--- src/rtl/native_mem_bridge_pkg.sv ---
// rtl/native_mem_bridge_pkg.sv - shared types and constants for the native memory bridge
package native_mem_bridge_pkg;

  typedef enum logic [2:0] {
    S_IDLE,
    S_ACCESS,
    S_WAIT,
    S_CAPT,
    S_RESP
  } state_t;

  localparam int          WAIT_CNT_W = 4;
  localparam logic [31:0] OOR_RDATA  = 32'h0000_0000;

endpackage

--- src/rtl/mem_bridge_wait_ctr.sv ---
// rtl/mem_bridge_wait_ctr.sv - loadable down-counter with zero flag for the bridge WAIT state
module mem_bridge_wait_ctr #(
  parameter int W = 4
) (
  input  logic         clk,
  input  logic         resetn,
  input  logic         load,
  input  logic [W-1:0] load_val,
  output logic         zero
);

  logic [W-1:0] cnt;

  // Saturates at zero so it idles harmlessly outside the WAIT state.
  always_ff @(posedge clk or negedge resetn) begin
    if (!resetn) begin
      cnt <= '0;
    end else if (load) begin
      cnt <= load_val;
    end else if (cnt != '0) begin
      cnt <= cnt - W'(1);
    end
  end

  assign zero = (cnt == '0);

endmodule

--- src/rtl/native_mem_bridge.sv ---
// rtl/native_mem_bridge.sv - picorv32 native port to 1-cycle SRAM handshake bridge
// Optional out-of-range detection enabled by macro NATIVE_MEM_BRIDGE_OOR_EN.
module native_mem_bridge
  import native_mem_bridge_pkg::*;
#(
  parameter int WORDS       = 32,
  parameter int ADDR_W      = 5,
  parameter int WAIT_CYCLES = 0
) (
  input  logic              clk,
  input  logic              resetn,
  input  logic              cpu_valid,
  input  logic              cpu_instr,
  input  logic [31:0]       cpu_addr,
  input  logic [31:0]       cpu_wdata,
  input  logic [3:0]        cpu_wstrb,
  output logic              cpu_ready,
  output logic [31:0]       cpu_rdata,
  output logic [3:0]        ram_wen,
  output logic [ADDR_W-1:0] ram_addr,
  output logic [31:0]       ram_wdata,
  input  logic [31:0]       ram_rdata,
  input  logic              err_clr,
  output logic              err_valid,
  output logic [31:0]       err_addr
);

  localparam logic [ADDR_W-1:0]     ADDR_MASK = ADDR_W'(WORDS - 1);
  localparam logic [WAIT_CNT_W-1:0] WAIT_LOAD =
      (WAIT_CYCLES > 0) ? WAIT_CNT_W'(WAIT_CYCLES - 1) : '0;

  state_t            state, state_nxt;
  logic [ADDR_W-1:0] addr_q;
  logic [31:0]       wdata_q;
  logic [3:0]        wstrb_q;
  logic              oor_q;
  logic              oor_hit;
  logic              accept;
  logic              is_read;
  logic              wait_zero;

  assign accept  = (state == S_IDLE) && cpu_valid;
  assign is_read = (wstrb_q == 4'h0);

  mem_bridge_wait_ctr #(.W(WAIT_CNT_W)) u_wait_ctr (
    .clk      (clk),
    .resetn   (resetn),
    .load     (state == S_ACCESS),
    .load_val (WAIT_LOAD),
    .zero     (wait_zero)
  );

  always_ff @(posedge clk or negedge resetn) begin
    if (!resetn) begin
      state <= S_IDLE;
    end else begin
      state <= state_nxt;
    end
  end

  always_comb begin
    state_nxt = state;
    case (state)
      S_IDLE:   if (cpu_valid) state_nxt = S_ACCESS;
      S_ACCESS: begin
        if (WAIT_CYCLES > 0) state_nxt = S_WAIT;
        else                 state_nxt = is_read ? S_CAPT : S_RESP;
      end
      S_WAIT:   if (wait_zero) state_nxt = is_read ? S_CAPT : S_RESP;
      S_CAPT:   state_nxt = S_RESP;
      S_RESP:   state_nxt = S_IDLE;
      default:  state_nxt = S_IDLE;
    endcase
  end

  // Request fields are captured once at acceptance and held until the next IDLE accept.
  always_ff @(posedge clk or negedge resetn) begin
    if (!resetn) begin
      addr_q    <= '0;
      wdata_q   <= '0;
      wstrb_q   <= '0;
      oor_q     <= 1'b0;
      cpu_rdata <= '0;
    end else begin
      if (accept) begin
        addr_q  <= cpu_addr[ADDR_W+1:2] & ADDR_MASK;
        wdata_q <= cpu_wdata;
        wstrb_q <= cpu_wstrb;
        oor_q   <= oor_hit;
      end
      if (state == S_CAPT) begin
        cpu_rdata <= oor_q ? OOR_RDATA : ram_rdata;
      end
    end
  end

  assign ram_addr  = addr_q;
  assign ram_wdata = wdata_q;
  assign ram_wen   = ((state == S_ACCESS) && !oor_q) ? wstrb_q : 4'h0;
  assign cpu_ready = (state == S_RESP);

`ifdef NATIVE_MEM_BRIDGE_OOR_EN
  logic err_set;
  logic unused_ok;

  assign oor_hit   = |cpu_addr[31:ADDR_W+2];
  assign err_set   = accept && oor_hit;
  assign unused_ok = &{1'b0, cpu_instr, cpu_addr[1:0]};

  // A new error takes priority over a simultaneous clear; only the first address is kept.
  always_ff @(posedge clk or negedge resetn) begin
    if (!resetn) begin
      err_valid <= 1'b0;
      err_addr  <= '0;
    end else begin
      if (err_set && !err_valid) err_addr <= cpu_addr;
      if (err_set)               err_valid <= 1'b1;
      else if (err_clr)          err_valid <= 1'b0;
    end
  end
`else
  logic unused_ok;

  assign oor_hit   = 1'b0;
  assign err_valid = 1'b0;
  assign err_addr  = '0;
  assign unused_ok = &{1'b0, cpu_instr, err_clr, cpu_addr[31:ADDR_W+2], cpu_addr[1:0]};
`endif

endmodule

--- config.mk ---
export PLATFORM = sky130hd
export DESIGN_NAME = native_mem_bridge
export DESIGN_NICKNAME = d
export VERILOG_FILES = /design/src/rtl/native_mem_bridge_pkg.sv /design/src/rtl/mem_bridge_wait_ctr.sv /design/src/rtl/native_mem_bridge.sv
export SDC_FILE = /design/constraint.sdc
export NUM_CORES = 1
export LEC_CHECK = 0
export CAP_MARGIN = 20
export CORE_MARGIN = 2
export CORE_UTILIZATION = 41
export CTS_CLUSTER_DIAMETER = 120
export DETAILED_ROUTE_END_ITERATION = 7
export PLACE_DENSITY = 0.95
export SLEW_MARGIN = 20
export SYNTH_ARGS = -nofsm -noshare
export SYNTH_HDL_FRONTEND = slang
export SYNTH_HIERARCHICAL = 1
export SYNTH_SLANG_ARGS = --single-unit
--- constraint.sdc ---
create_clock -name clk -period 4.05 [get_ports clk]
set_clock_uncertainty 0.15 [all_clocks]
set_input_delay 0.81 -clock clk [delete_from_list [all_inputs] [get_ports clk]]
set_output_delay 0.81 -clock clk [all_outputs]
set_load 0.01 [all_outputs]
Word level (Yosys, flattened, before mapping) --
Cells that the tools add are included.
Operators by class: add/sub/neg operators 1, eq/ne operators 6, multiplexer cells 7, reductions and logical operators 7
Operators with widths (number):
- 4-bit two-way mux | 3
- 3-bit one-hot mux with 4 select lines | 1
- 3-bit two-way mux | 3
- 4-bit zero test | 2
- 3-bit by 2-bit equality test with 1-bit output, second input constant | 2
- 4-bit nonzero test | 1
- 4-bit by 1-bit subtractor with 4-bit output, second input constant | 1
- 3-bit by 1-bit equality test with 1-bit output, second input constant | 1
- 3-bit equality test, second input constant | 1
- 3-bit zero test | 1
- 2-bit by 1-bit != test with 1-bit output, second input constant | 1
- 2-bit != test, second input constant | 1
- 2-bit AND reduction | 1
- 2-bit nonzero test | 1
- 1-bit logical AND | 1
Storage, ports and cells: flip-flop bits (word level) 80, bits of input ports 105, word-level logic and storage cells 27

Longest topological paths before layout --
depth after elaboration 4, gate-level depth with buffers 6, mapped depth without buffers 6

Cells and area by module --
Netlist, hierarchy kept.
Modules (own cells, without submodules):
- native_mem_bridge | instances 1, cells an instance 213, area an instance 3344.5 um^2
- mem_bridge_wait_ctr | instances 1, cells an instance 22, area an instance 234.0 um^2

Least setup slack after synthesis --
Ideal clock, no wire load.
path kind input-to-reg, start point input port cpu_valid, end point register addr_q[4] (netlist: ram_addr[4]), arrival time 1.655 ns, required time 3.775 ns, slack 2.120 ns, stages on the path 3, path buffers 1, path through nor4b_4 buf_4 mux2_2
On the way: longest elaborated chain between the ends 1
Ends and longest elaborated chain:
- from (decl) | line native_mem_bridge.sv:12 | input logic cpu_valid,
- 1-bit logical AND | line native_mem_bridge.sv:42 | assign accept = (state == S_IDLE) && cpu_valid;
- to (signal assigned) | line native_mem_bridge.sv:86 | addr_q <= cpu_addr[ADDR_W+1:2] & ADDR_MASK;
- to (decl) | line native_mem_bridge.sv:33 | logic [ADDR_W-1:0] addr_q;
No other way between the ends. A chain may end at the register's enable or synchronous reset.

Final worst setup path --
start point register state[2], end point output port ram_wen[1]
On the way: longest elaborated chain between the ends 2
Ends and longest elaborated chain:
- from (decl) | line native_mem_bridge.sv:32 | state_t state, state_nxt;
- from (signal assigned) | line native_mem_bridge.sv:57 | state <= state_nxt;
- 3-bit by 1-bit equality test with 1-bit output | line native_mem_bridge.sv:99 | assign ram_wen = ((state == S_ACCESS) && !oor_q) ? wstrb_q : 4'h0;
- 4-bit two-way mux | line native_mem_bridge.sv:99
- to (decl) | line native_mem_bridge.sv:19 | output logic [3:0] ram_wen,
No other way between the ends.

==> metrics.txt <==
# TYPE chip_impl_metric gauge
chip_impl_metric{name="maxSlewHeadroom",unit=""} 0.291
chip_impl_metric{name="met2_usage",unit=""} 0.290
chip_impl_metric{name="clock_path_buffers",unit=""} 2
chip_impl_metric{name="synth.lib_cells_used.distinct",unit=""} 32
chip_impl_info{name="reg2reg_launch_point",value="state[2]"} 1
chip_impl_metric{name="drt_pass1_iterations",unit=""} 4
chip_impl_info{name="critical_path.startpoint_type",value="register"} 1
chip_impl_metric{name="multi_input_gate_area",unit="mm^2"} 0.00134
chip_impl_metric{name="grt_remaining_overflow",unit=""} 0
chip_impl_metric{name="insertedDiodeCount",unit=""} 0
chip_impl_metric{name="layout-area-overhead-vs-synth",unit="%"} 45.3
chip_impl_metric{name="power.static_leakage",unit="uW"} 0.00232
chip_impl_metric{name="ioPinCount",unit=""} 212
chip_impl_metric{name="synth.ff_latch_count",unit=""} 80
chip_impl_metric{name="vias_per_instance",unit=""} 4.60
chip_impl_metric{name="core.rowCount",unit=""} 34
chip_impl_metric{name="vert_die_dim",unit="um"} 97.4
chip_impl_metric{name="postRouteAntennaNets",unit=""} 0
chip_impl_metric{name="initial_core_util",unit=""} 0.416
chip_impl_info{name="critical_path.slowest_cell",value="sky130_fd_sc_hd__clkdlybuf4s50_1"} 1
chip_impl_metric{name="fin_total_pwr",unit="uW"} 3930
chip_impl_metric{name="critPathMaxFanout",unit=""} 12
chip_impl_metric{name="clk_pin_slew",unit="ps"} 80
chip_impl_metric{name="critical_path.max_stage_delay",unit="ps"} 560
chip_impl_metric{name="globalRouteMet3Util",unit=""} 0.0676
chip_impl_metric{name="initialDrtViolationCount",unit=""} 43
chip_impl_metric{name="grt_start_max_net_pins",unit=""} 81
chip_impl_metric{name="core_area",unit="mm^2"} 0.00859
chip_impl_metric{name="drt-total-wl",unit="um"} 7630
chip_impl_metric{name="groute.layer.met1.usage",unit=""} 0.192
chip_impl_metric{name="drv_cap",unit=""} 0
chip_impl_info{name="highest_utilization_routing_layer_at_the_global_route_stage",value="met2"} 1
chip_impl_metric{name="detailedPlacementHpwl",unit="um"} 5560
chip_impl_metric{name="clock_tree.htree_level_count",unit=""} 3
chip_impl_metric{name="setup-tns-final",unit="ps"} 0
chip_impl_metric{name="tritoncts_num_sinks",unit=""} 80
chip_impl_info{name="worst-setup-path-type",value="register to output port"} 1
chip_impl_info{name="crit_path_cell_trace",value="nand2b_2, nor2_1, and2_1, clkdlybuf4s50_1"} 1
chip_impl_metric{name="num-nets-final",unit=""} 495
chip_impl_metric{name="post-route-period-util",unit=""} 0.814
chip_impl_metric{name="die_w",unit="um"} 97.4
chip_impl_metric{name="grt_pass1_wl",unit="um"} 12700
chip_impl_metric{name="slew_violations",unit=""} 0
chip_impl_metric{name="power_per_cell_area",unit="mW/mm^2"} 756
chip_impl_metric{name="ys.warnings.count",unit=""} 6
chip_impl_metric{name="worst_slew_pin_slew",unit="ps"} 1060
chip_impl_metric{name="num_vias",unit=""} 2305
chip_impl_metric{name="drc",unit=""} 0
chip_impl_metric{name="gr_util_all_layers",unit=""} 0.166
chip_impl_metric{name="synth.cell_area",unit="mm^2"} 0.00358
chip_impl_info{name="worst_setup_path_end_kind",value="output port"} 1
chip_impl_metric{name="post_cts_buffers",unit=""} 0
chip_impl_metric{name="drt-wirelength-per-cell",unit="um"} 15.2
chip_impl_metric{name="final_design_area_no_fill",unit="mm^2"} 0.00520
chip_impl_metric{name="via_count_of_the_first_global_routing_pass",unit=""} 2586
chip_impl_info{name="worstHoldPathType",value="input pin to asynchronous set/reset pin"} 1
chip_impl_metric{name="timing.final.setup_violations",unit=""} 0
chip_impl_metric{name="yosysTopAreaCellShare",unit=""} 0.559
chip_impl_metric{name="drive_gt1_frac",unit=""} 0.239
chip_impl_info{name="setup.worst_path.end",value="ram_wen[1]"} 1
chip_impl_metric{name="final_number_of_hold_violating_endpoints",unit=""} 0
chip_impl_info{name="outcome",value="finished, final reports clean"} 1
chip_impl_metric{name="port_buffers",unit=""} 149
chip_impl_metric{name="synth_edf_count",unit=""} 0
chip_impl_metric{name="final.min_clock_period",unit="ps"} 3290
chip_impl_metric{name="cts_hold_repair_buffers",unit=""} 0
chip_impl_metric{name="dpl-instance-area",unit="mm^2"} 0.00499
chip_impl_metric{name="layout.filler_cells",unit=""} 662
chip_impl_info{name="clock-root-buffer",value="sky130_fd_sc_hd__clkbuf_8"} 1
chip_impl_info{name="critical_path.startpoint",value="state[2]"} 1
chip_impl_info{name="clock_tree_from_tritoncts",value="done"} 1
chip_impl_metric{name="timing.hold.ws",unit="ps"} 342
chip_impl_metric{name="syn_area_per_cell",unit="um^2"} 15.2
chip_impl_metric{name="cp_data_required_time",unit="ps"} 3090
chip_impl_info{name="post_synth_top_area_cell",value="sky130_fd_sc_hd__dfrtp_1"} 1
chip_impl_metric{name="ff_latch_area",unit="mm^2"} 0.00200
chip_impl_metric{name="rr_worst_depth",unit=""} 3
chip_impl_info{name="timing.rr.end",value="cpu_rdata[20]"} 1
chip_impl_metric{name="post_cts.resized_instances",unit=""} 0
chip_impl_metric{name="async_flop_share",unit=""} 1.00
chip_impl_metric{name="worstSkewPairLatency",unit="ps"} 330
chip_impl_metric{name="vdd_ir_drop_max",unit="mV"} 0.367
chip_impl_metric{name="reg2reg_slack",unit="ps"} 1880
chip_impl_info{name="yosys_most_used_dff",value="sky130_fd_sc_hd__dfrtp_1"} 1
chip_impl_info{name="synth.area.top_cells",value="sky130_fd_sc_hd__dfrtp_1 56%, sky130_fd_sc_hd__mux2_2 14%, sky130_fd_sc_hd__mux2_4 13%, sky130_fd_sc_hd__buf_4 7.8%, sky130_fd_sc_hd__buf_12 1.7%"} 1
chip_impl_metric{name="antenna_found_initial",unit=""} 0
chip_impl_metric{name="share_of_synthesized_area_occupied_by_flip_flops_and_latches",unit=""} 0.559
chip_impl_info{name="grt_setup_unrepaired",value="no"} 1
chip_impl_metric{name="place_congestion",unit=""} 0.746
chip_impl_metric{name="design.die.area",unit="mm^2"} 0.00949
chip_impl_metric{name="worst-endpoint-arrival",unit="ps"} 2330
chip_impl_metric{name="syn_inst_count",unit=""} 235
chip_impl_metric{name="maxClockFrequency",unit="MHz"} 304
chip_impl_metric{name="numCtsBuffers",unit=""} 9
==> layout make-up <==
class,count,area share
clock buffer,10,0.0245
clock inverter,5,0.0159
inverter,3,0.00217
multi-input combinational,145,0.258
sequential,80,0.385
tap,108,0.0260
timing repair buffer,150,0.288
==> cell usage after synthesis (all sizes together), types with 2 or more instances <==
master	instances
or2	2
inv	3
nor3	3
nor2	2
nor3b	3
and2	4
mux2	74
nand2	3
buf	42
mux2i	3
dfrtp	80
o21ai	3
==> cells by family after synthesis <==
logic type,Yosys count,share of synthesized area
and+or+nand+nor,22,0.0448
buffers and inverters,46,0.103
other,1,0.00105
xor gates and xnor gates,1,0.00245
AOI/OAI and AO/OA,7,0.0129
adders and majority gates,1,0.00350
muxes,77,0.273
DFF,80,0.559
==> critical path, delay by kind of cell (launching register included) <==
family / cells / cell delay [ps]
buffers and inverters: 1 / 560
and+or+nand+nor: 3 / 980
DFF: 1 / 460
==> flip-flops by register name (all words and copies together) (netlist names) <==
signal and count:
wstrb_q 4, cpu_rdata 32, ram_wdata 32, state 3, ram_addr 5, u_wait_ctr/cnt 4
==> worst min-delay path by stage <==
stage                  startpoint             to  cells past startpoint
global route        ram_wdata[11]  ram_wdata[11]                      1
detailed placement    ram_addr[3]    ram_addr[3]                      1
global placement      ram_addr[3]    ram_addr[3]                      1
finish                     resetn  ram_wdata[28]                      1
CTS                   ram_addr[3]    ram_addr[3]                      1
floorplan              wstrb_q[0]     wstrb_q[0]                      1
==> through the flow <==
stage / cells / worst slack (ps) / utilization
final: 501 / 755 / 0.605
after global routing: 501 / 615 / 0.605
after CTS: 501 / 735 / 0.605
after detailed placement: 486 / 1130 / 0.580
after global placement: 486 / 1190 / 0.580
after floorplan: 271 / 2120 / -
==> power breakdown <==
part	internal [uW]	leakage [uW]	switching [uW]
Clock	345	0.000106	281
Sequential	1210	0.000941	248
Combinational	1210	0.00127	646
Total	2760	0.00232	1180
==> layout by cell type (no fill, tap or decap), types with 2 or more instances in the layout <==
master | Yosys | layout
sky130_fd_sc_hd__clkdlybuf4s50_1 | 0 | 148
sky130_fd_sc_hd__clkbuf_8 | 0 | 9
sky130_fd_sc_hd__bufinv_16 | 0 | 2
sky130_fd_sc_hd__o21ai_0 | 2 | 2
sky130_fd_sc_hd__and2_1 | 4 | 4
sky130_fd_sc_hd__mux2_4 | 30 | 30
sky130_fd_sc_hd__mux2_2 | 43 | 43
sky130_fd_sc_hd__clkinv_4 | 0 | 2
sky130_fd_sc_hd__nand2_1 | 3 | 3
sky130_fd_sc_hd__conb_1 | 1 | 37
sky130_fd_sc_hd__nor3b_1 | 2 | 2
sky130_fd_sc_hd__inv_1 | 3 | 3
sky130_fd_sc_hd__dfrtp_1 | 80 | 80
sky130_fd_sc_hd__mux2i_1 | 3 | 3
sky130_fd_sc_hd__nor2_1 | 2 | 2
sky130_fd_sc_hd__nor3_1 | 3 | 3
==> per-layer routing <==
metal  up-vias  part of all wire
met5         -                 0
met3        10             0.088
li1       1039                 -
met4         0             0.011
met1      1141              0.39
met2       115              0.52
No activity file was read; power rests on OpenSTA's default activity.
